===== src/rtl/ours_fifo_pkg.sv =====
// Shared helpers and types for the valid/ready FIFO and its wrap-around pointers.
package ours_fifo_pkg;

  // Width of an occupancy counter able to hold 0..depth.
  function automatic int unsigned fifo_cnt_w(input int unsigned depth);
    return $clog2(depth + 1);
  endfunction

  // Width of a pointer into a depth-entry array; at least one bit.
  function automatic int unsigned fifo_ptr_w(input int unsigned depth);
    return (depth > 1) ? $clog2(depth) : 1;
  endfunction

  typedef struct packed {
    logic push;
    logic pop;
    logic flush;
  } fifo_op_t;

endpackage


===== src/rtl/ours_fifo_wrap_ptr.sv =====
// Pointer counter that wraps from DEPTH-1 back to 0, for any DEPTH >= 1.
module ours_fifo_wrap_ptr
  import ours_fifo_pkg::*;
#(
  parameter int unsigned DEPTH = 4,
  localparam int unsigned PW = fifo_ptr_w(DEPTH)
) (
  input  logic          clk,
  input  logic          rstn,
  input  logic          clr,
  input  logic          inc,
  output logic [PW-1:0] ptr
);

  logic [PW-1:0] ptr_q, ptr_d;

  // Wrap by compare so non-power-of-two depths never index past the array.
  always_comb begin
    ptr_d = ptr_q;
    if (clr) begin
      ptr_d = '0;
    end else if (inc) begin
      ptr_d = (ptr_q == PW'(DEPTH - 1)) ? '0 : ptr_q + PW'(1);
    end
  end

  always_ff @(posedge clk) begin
    if (!rstn) begin
      ptr_q <= '0;
    end else begin
      ptr_q <= ptr_d;
    end
  end

  assign ptr = ptr_q;

endmodule


===== src/rtl/ours_fifo_flow.sv =====
// Valid/ready synchronous FIFO with occupancy count, registered threshold flags,
// synchronous flush and a sticky overflow diagnostic.
module ours_fifo_flow
  import ours_fifo_pkg::*;
#(
  parameter int unsigned WIDTH      = 32,
  parameter int unsigned DEPTH      = 4,
  parameter int unsigned AFULL_THR  = 3,
  parameter int unsigned AEMPTY_THR = 1,
  parameter int unsigned RSTN_EN    = 0,
  parameter int unsigned RSTN_WIDTH = 0,
  parameter int unsigned RSTN_LSB   = 0,
  localparam int unsigned CW = fifo_cnt_w(DEPTH),
  localparam int unsigned PW = fifo_ptr_w(DEPTH)
) (
  input  logic             clk,
  input  logic             rstn,
  input  logic             flush,
  input  logic             in_vld,
  output logic             in_rdy,
  input  logic [WIDTH-1:0] in_data,
  output logic             out_vld,
  input  logic             out_rdy,
  output logic [WIDTH-1:0] out_data,
  output logic [CW-1:0]    count,
  output logic             almost_full,
  output logic             almost_empty,
  output logic             ovf_err
);

  // Bits of each entry cleared by reset; all-zero when the feature is off.
  function automatic logic [WIDTH-1:0] rst_mask_f();
    logic [WIDTH-1:0] m;
    m = '0;
    for (int unsigned i = 0; i < WIDTH; i++) begin
      if (RSTN_EN != 0 && i >= RSTN_LSB && i < RSTN_LSB + RSTN_WIDTH) begin
        m[i] = 1'b1;
      end
    end
    return m;
  endfunction

  localparam logic [WIDTH-1:0] RST_MASK = rst_mask_f();

  logic [WIDTH-1:0] mem_q [DEPTH];
  logic [PW-1:0]    head, tail;
  logic [CW-1:0]    count_q, count_d;
  logic             af_q, af_d, ae_q, ae_d, ovf_q, ovf_d;
  logic             full_c, empty_c;
  fifo_op_t         op;

  // Status is derived only from the registered count, so in_rdy never sees out_rdy.
  assign empty_c = (count_q == '0);
  assign full_c  = (count_q == CW'(DEPTH));
  assign in_rdy  = ~full_c;
  assign out_vld = ~empty_c;

  assign op.flush = flush;
  assign op.push  = in_vld & in_rdy & ~flush;
  assign op.pop   = out_vld & out_rdy & ~flush;

  ours_fifo_wrap_ptr #(.DEPTH(DEPTH)) u_head (
    .clk  (clk),
    .rstn (rstn),
    .clr  (op.flush),
    .inc  (op.pop),
    .ptr  (head)
  );

  ours_fifo_wrap_ptr #(.DEPTH(DEPTH)) u_tail (
    .clk  (clk),
    .rstn (rstn),
    .clr  (op.flush),
    .inc  (op.push),
    .ptr  (tail)
  );

  // Next occupancy and the flags that track it in the same cycle.
  always_comb begin
    count_d = count_q;
    if (op.flush) begin
      count_d = '0;
    end else if (op.push && !op.pop) begin
      count_d = count_q + CW'(1);
    end else if (op.pop && !op.push) begin
      count_d = count_q - CW'(1);
    end
    af_d  = (count_d >= CW'(AFULL_THR));
    ae_d  = (count_d <= CW'(AEMPTY_THR));
    ovf_d = ovf_q | (in_vld & ~in_rdy);
  end

  always_ff @(posedge clk) begin
    if (!rstn) begin
      count_q <= '0;
      af_q    <= (AFULL_THR == 0);
      ae_q    <= 1'b1;
      ovf_q   <= 1'b0;
    end else begin
      count_q <= count_d;
      af_q    <= af_d;
      ae_q    <= ae_d;
      ovf_q   <= ovf_d;
    end
  end

  // Storage; reset only touches the configured field and leaves the rest intact.
  always_ff @(posedge clk) begin
    if (!rstn) begin
      for (int unsigned i = 0; i < DEPTH; i++) begin
        mem_q[i] <= mem_q[i] & ~RST_MASK;
      end
    end else if (op.push) begin
      mem_q[tail] <= in_data;
    end
  end

  assign out_data     = mem_q[head];
  assign count        = count_q;
  assign almost_full  = af_q;
  assign almost_empty = ae_q;
  assign ovf_err      = ovf_q;

`ifndef SYNTHESIS
  logic             stall_q;
  logic [WIDTH-1:0] stall_data_q;

  always_ff @(posedge clk) begin
    if (!rstn) begin
      stall_q      <= 1'b0;
      stall_data_q <= '0;
    end else begin
      stall_q      <= in_vld & ~in_rdy;
      stall_data_q <= in_data;
      assert (AFULL_THR >= 1 && AFULL_THR <= DEPTH && AEMPTY_THR <= DEPTH - 1)
        else $error("threshold parameters out of range");
      assert (!(op.pop && count_q == '0))
        else $error("pop while empty");
      assert (count_q <= CW'(DEPTH))
        else $error("count above depth");
      assert (!(stall_q && in_vld && in_data != stall_data_q))
        else $warning("in_data changed while stalled");
    end
  end
`endif

endmodule


===== config.mk =====
export PLATFORM = sky130hd
export DESIGN_NAME = ours_fifo_flow
export DESIGN_NICKNAME = d
export VERILOG_FILES = /design/src/rtl/ours_fifo_pkg.sv /design/src/rtl/ours_fifo_wrap_ptr.sv /design/src/rtl/ours_fifo_flow.sv
export SDC_FILE = /design/constraint.sdc
export NUM_CORES = 1
export LEC_CHECK = 0
export BUFFER_PORTS_ARGS = -buffer_cell sky130_fd_sc_hd__buf_2
export CORE_ASPECT_RATIO = 0.9
export CORE_MARGIN = 1.5
export CORE_UTILIZATION = 30
export DETAILED_ROUTE_END_ITERATION = 12
export PLACE_DENSITY = 0.57
export SLEW_MARGIN = 20
export SYNTH_ARGS = -nofsm -noshare
export SYNTH_HDL_FRONTEND = slang
export SYNTH_HIERARCHICAL = 1
export SYNTH_SLANG_ARGS = --single-unit
export TNS_END_PERCENT = 1

===== constraint.sdc =====
create_clock -name clk -period 6.3 [get_ports clk]
set_input_delay 0.315 -clock clk [delete_from_list [all_inputs] [get_ports clk]]
set_output_delay 0.315 -clock clk [all_outputs]
set_load 0.01 [all_outputs]

* Yosys cells after proc, flatten, opt, wreduce, memory -nomap -nowiden *
Memories as Yosys holds them, arrays and structs flattened. A register that Yosys moved wholly into a read port is not among the register bits.
Index checks and enable logic that the tools add are counted.

storage, ports and cells
  register bits after elaboration = 10
  latch bits = 0
  bits in writable memories = 128
  bits in read-only memories = 0
  input bits = 37
  memories kept = 1

memories
  name   words  width  read ports  clocked after Yosys merged registers in  write ports  line                  RTL
  mem_q  4      32     1           1                                        1            ours_fifo_flow.sv:45  logic [WIDTH-1:0] mem_q [DEPTH];

cells by class
  add/subtract/negate cells = 4
  multiply operators = 0
  div/mod/pow operators = 0
  $lt $le $gt $ge = 2
  eq/ne operators = 4
  shift-type cells = 0
  mux-type cells = 23
  bitwise logic cells = 10
  reduce and logical (&&, ||, !) cells = 11

operator list
  kind                                                                                  number
  32-bit two-way mux                                                                    4
  32-bit OR reduction                                                                   4
  2-bit two-way mux                                                                     8
  3-bit two-way mux                                                                     3
  1-bit two-way mux                                                                     8
  1-bit bitwise AND                                                                     5
  2-bit by 1-bit adder with 2-bit output (second input constant)                        2
  2-bit == test (second input constant)                                                 2
  1-bit NOT                                                                             4
  3-bit by 1-bit adder with 3-bit output (second input constant)                        1
  3-bit == test (second input constant)                                                 1
  3-bit by 2-bit greater-or-equal comparator with 1-bit output (second input constant)  1
  3-bit by 1-bit less-or-equal comparator with 1-bit output (second input constant)     1
  3-bit zero test                                                                       1
  3-bit by 1-bit subtractor with 3-bit output (second input constant)                   1
  1-bit logical AND                                                                     2
  1-bit zero test                                                                       2
  2-bit AND reduction                                                                   1
  2-bit OR reduction                                                                    1
  0-bit inequality test                                                                 1
  1-bit OR                                                                              1

* Longest topological paths before layout *
  depth after elaboration = 10
  mapped depth = 7

* By module *
Netlist, hierarchy kept.

modules (own cells, without submodules)
  module              instances  cells each  area an instance (sq um)
  ours_fifo_flow      1          211         5007.3
  ours_fifo_wrap_ptr  2          9           96.3

* Least setup slack after synthesis *
Ideal clock, no wire load.

  kind = register -> register
  start point = reg count_q[0] (netlist: count[0])
  end point = mem mem_q[2][0] (enable)
  data arrival time = 3.606 ns
  required time = 5.832 ns
  path slack = 2.227 ns
  stages on the path, launching flop included = 7
  path buffers = 0
  period minus slack after synthesis = 4.073 ns
  path through = dfxtp_1 -> inv_1 -> ha_1 -> nand2_2 -> and3_2 -> nand2_1 -> nor3b_1

RTL lines
  element                 line                   RTL
  from (decl)             ours_fifo_flow.sv:47   logic [CW-1:0] count_q, count_d;
  from (signal assigned)  ours_fifo_flow.sv:100  count_q <= count_d;
  to (decl)               ours_fifo_flow.sv:45

==> metrics.txt <==
GRT Overall Usage 0.116; Tmin final about 2.6 ns; vias in the first global route 2679; P&R area growth vs syn 24.2%; first-pass GRT wire length 15.1 mm; Starting Density 0.308; Synth area leaders edfxtp_1 (74%), mux4_2 (14%), dfxtp_1 (3.8%); root buf cell clkbuf_16; Post-CTS Resized 0; Worst VDD drop 0.171 mV; Reg2Reg Launch Point count[1]; Avg Cell Area, Syn 22.7 um2; Worst Setup End Kind primary output; largest net degree at the start of global routing 35; fraction of registers with async set/reset 0; Slew HR 0.353; CP max-delay cell dfxtp_2; die area between 15000 and 20000 um2; synthesized area 5200 um2; share of cells above drive strength 1 0.452; RSZ-0062 raised after global routing false; Setup CP Type register to primary output; DIE HEIGHT 128 um; # Max-Cap Violations 0; # port buffers 76; IO Count 77; initial antenna violation count 0; FF-to-FF End mem_q[3][17]; sequential area share after synthesis 0.778; fin crit share 0.419; Worst Hold Class input port to register; final slew viol count 0; slowest cell delay on critical path 0.68 ns; setup TNS 0 ns; R2R cell count 5; clock sink count 138; measured slew at the worst slew-check pin 0.970 ns; flops & latches, synth 138; nets@finish 366; gpl congestion 0.718; count leader, synth edfxtp_1; Setup-failing EPs final 0; clock buffer depth 2; # DRC 0; final-report hold violation count 0; Yosys top cell area share 0.739; Main synth FF type edfxtp_1; CP arrival 2.32 ns; footprint of the multi-input gates 1120 um2; setup bufs post-CTS 0; Overall Power 0.00203 W; leak pwr 2.17 nW; worst-path maximum fanout 19; Clk pin slew, worst setup/hold paths 0.06 ns; filler instances roughly 1600; insertion delay to the later sink of the worst-skew pair roughly 0.4 ns; row cnt 45; WP data required ~6 ns; Worst Setup EP out_data[15]; Die X 142 um; CTS tree done; Routed wire per std cell 17.7 um; first-pass detailed-route iteration total 4; worst reg2reg setup slack ~4 ns; Crit path max-delay family flip-flops; grt total ovfl 0; number of CTS-inserted buffers 17; initial drt markers 133; H-tree depth 4; Yosys Warn Count 6; Buf/Inv on CP 2; EDFF count, synth 128; hold-fix buffers at CTS 0; Yosys cell types 34; Critical Path Stages 3; outcome complete, no violations; Synth Instances roughly 230; Post-synth top cells edfxtp_1 (128), mux4_2 (32), dfxtp_1 (10); Routed Antenna Nets 0; syn nets 271; Vias per Instance 4.57; startpoint types register; Cell Pwr Density 314 nW/um2; Setup crit start u_head/ptr[0]; cell accounting for the most synthesized area edfxtp_1; dpl hpwl approximately 6.0 mm; f_max 0.379 GHz; Total Wirelength 9.68 mm; FF+latch area about 4000 um2; core area 16900 um2; Setup Skew 0.00454 ns; CP cell instances buf_4 -> mux4_2 -> buf_2; vias 2504; WHS roughly 0.12 ns
[metrics by stage]
| step | util | instances | area, um2 | worst slack (ns) |
|---|---|---|---|---|
| floorplan | - | 229 | 5200 | 2.23 |
| global placement | 0.348 | 516 | 5890 | 3.95 |
| detailed placement | 0.348 | 516 | 5890 | 3.88 |
| CTS | 0.382 | 547 | 6450 | 3.54 |
| global route | 0.382 | 547 | 6450 | 3.43 |
| finish | 0.382 | 548 | 6460 | 3.66 |
[worst min-delay path by stage]
stage / from / to / slack, ns / cells past startpoint
floorplan: in_data[0] / mem_q[0][0] / 0.41 / 0
global placement: ovf_err / ovf_err / 0.49 / 2
detailed placement: ovf_err / ovf_err / 0.50 / 2
CTS: in_data[4] / mem_q[2][4] / 0.1 / 1
global route: in_data[19] / mem_q[0][19] / 0.11 / 1
finish: in_data[4] / mem_q[2][4] / 0.12 / 1
[metal layers]
metal | track usage | up-vias | routed length [um]
li1 | - | 1152 | -
met1 | 0.143 | 1280 | 4330
met2 | 0.187 | 63 | 4730
met3 | 0.0441 | 9 | 487
met4 | 0.0455 | 0 | 128
met5 | 0 | - | 0
[cell type report]
cell class / instances / area share
multi-input cells: 78 / 0.173
repair buffers: 83 / 0.0671
flip-flops and latches: 138 / 0.627
clock buffers: 22 / 0.0688
well taps: 211 / 0.0409
diodes: 1 / 0.000388
inverters: 6 / 0.00349
clock inverters: 9 / 0.0192
[cell usage in the layout (no fill, tap or decap), types with 2 or more instances in the layout]
cell type / instances
edfxtp_1: 128
buf_2: 76
mux4_2: 32
clkbuf_16: 17
dfxtp_1: 8
buf_4: 7
inv_1: 6
ha_1: 5
clkbuf_1: 5
nand2b_1: 4
nor2b_1: 3
mux2i_1: 3
and2_1: 3
bufinv_16: 3
nor3b_2: 2
xnor2_1: 2
clkinv_2: 2
clkinv_1: 2
or3b_1: 2
a21oi_2: 2
nor2_1: 2
dfxtp_2: 2
[report_power, final]
part / switching, W / internal, W
registers: 0.00000309 / 0.00101
logic: 0.0000353 / 0.0000276
clock network: 0.000337 / 0.000616
total: 0.000376 / 0.00165
[kinds of logic (layout without fill, tap and decap cells)]
logic type / count (synthesis) / in the layout / synth area share
flops: 138 / 138 / 0.778
mux: 35 / 35 / 0.144
xor+xnor: 2 / 2 / 0.00337
compound gates: 13 / 13 / 0.0241
fa+ha+maj: 5 / 5 / 0.0120
simple gates: 23 / 23 / 0.0284
buf+inv: 13 / 120 / 0.0101
other cells: 0 / 1 / 0
[registers in the layout, indices dropped and copies added (netlist names)]
signal / cells
mem_q: 128
count: 3
u_tail/ptr: 2
u_head/ptr: 2
almost_full: 1
ovf_err: 1
almost_empty: 1
No activity file was read; power rests on OpenSTA's default activity.
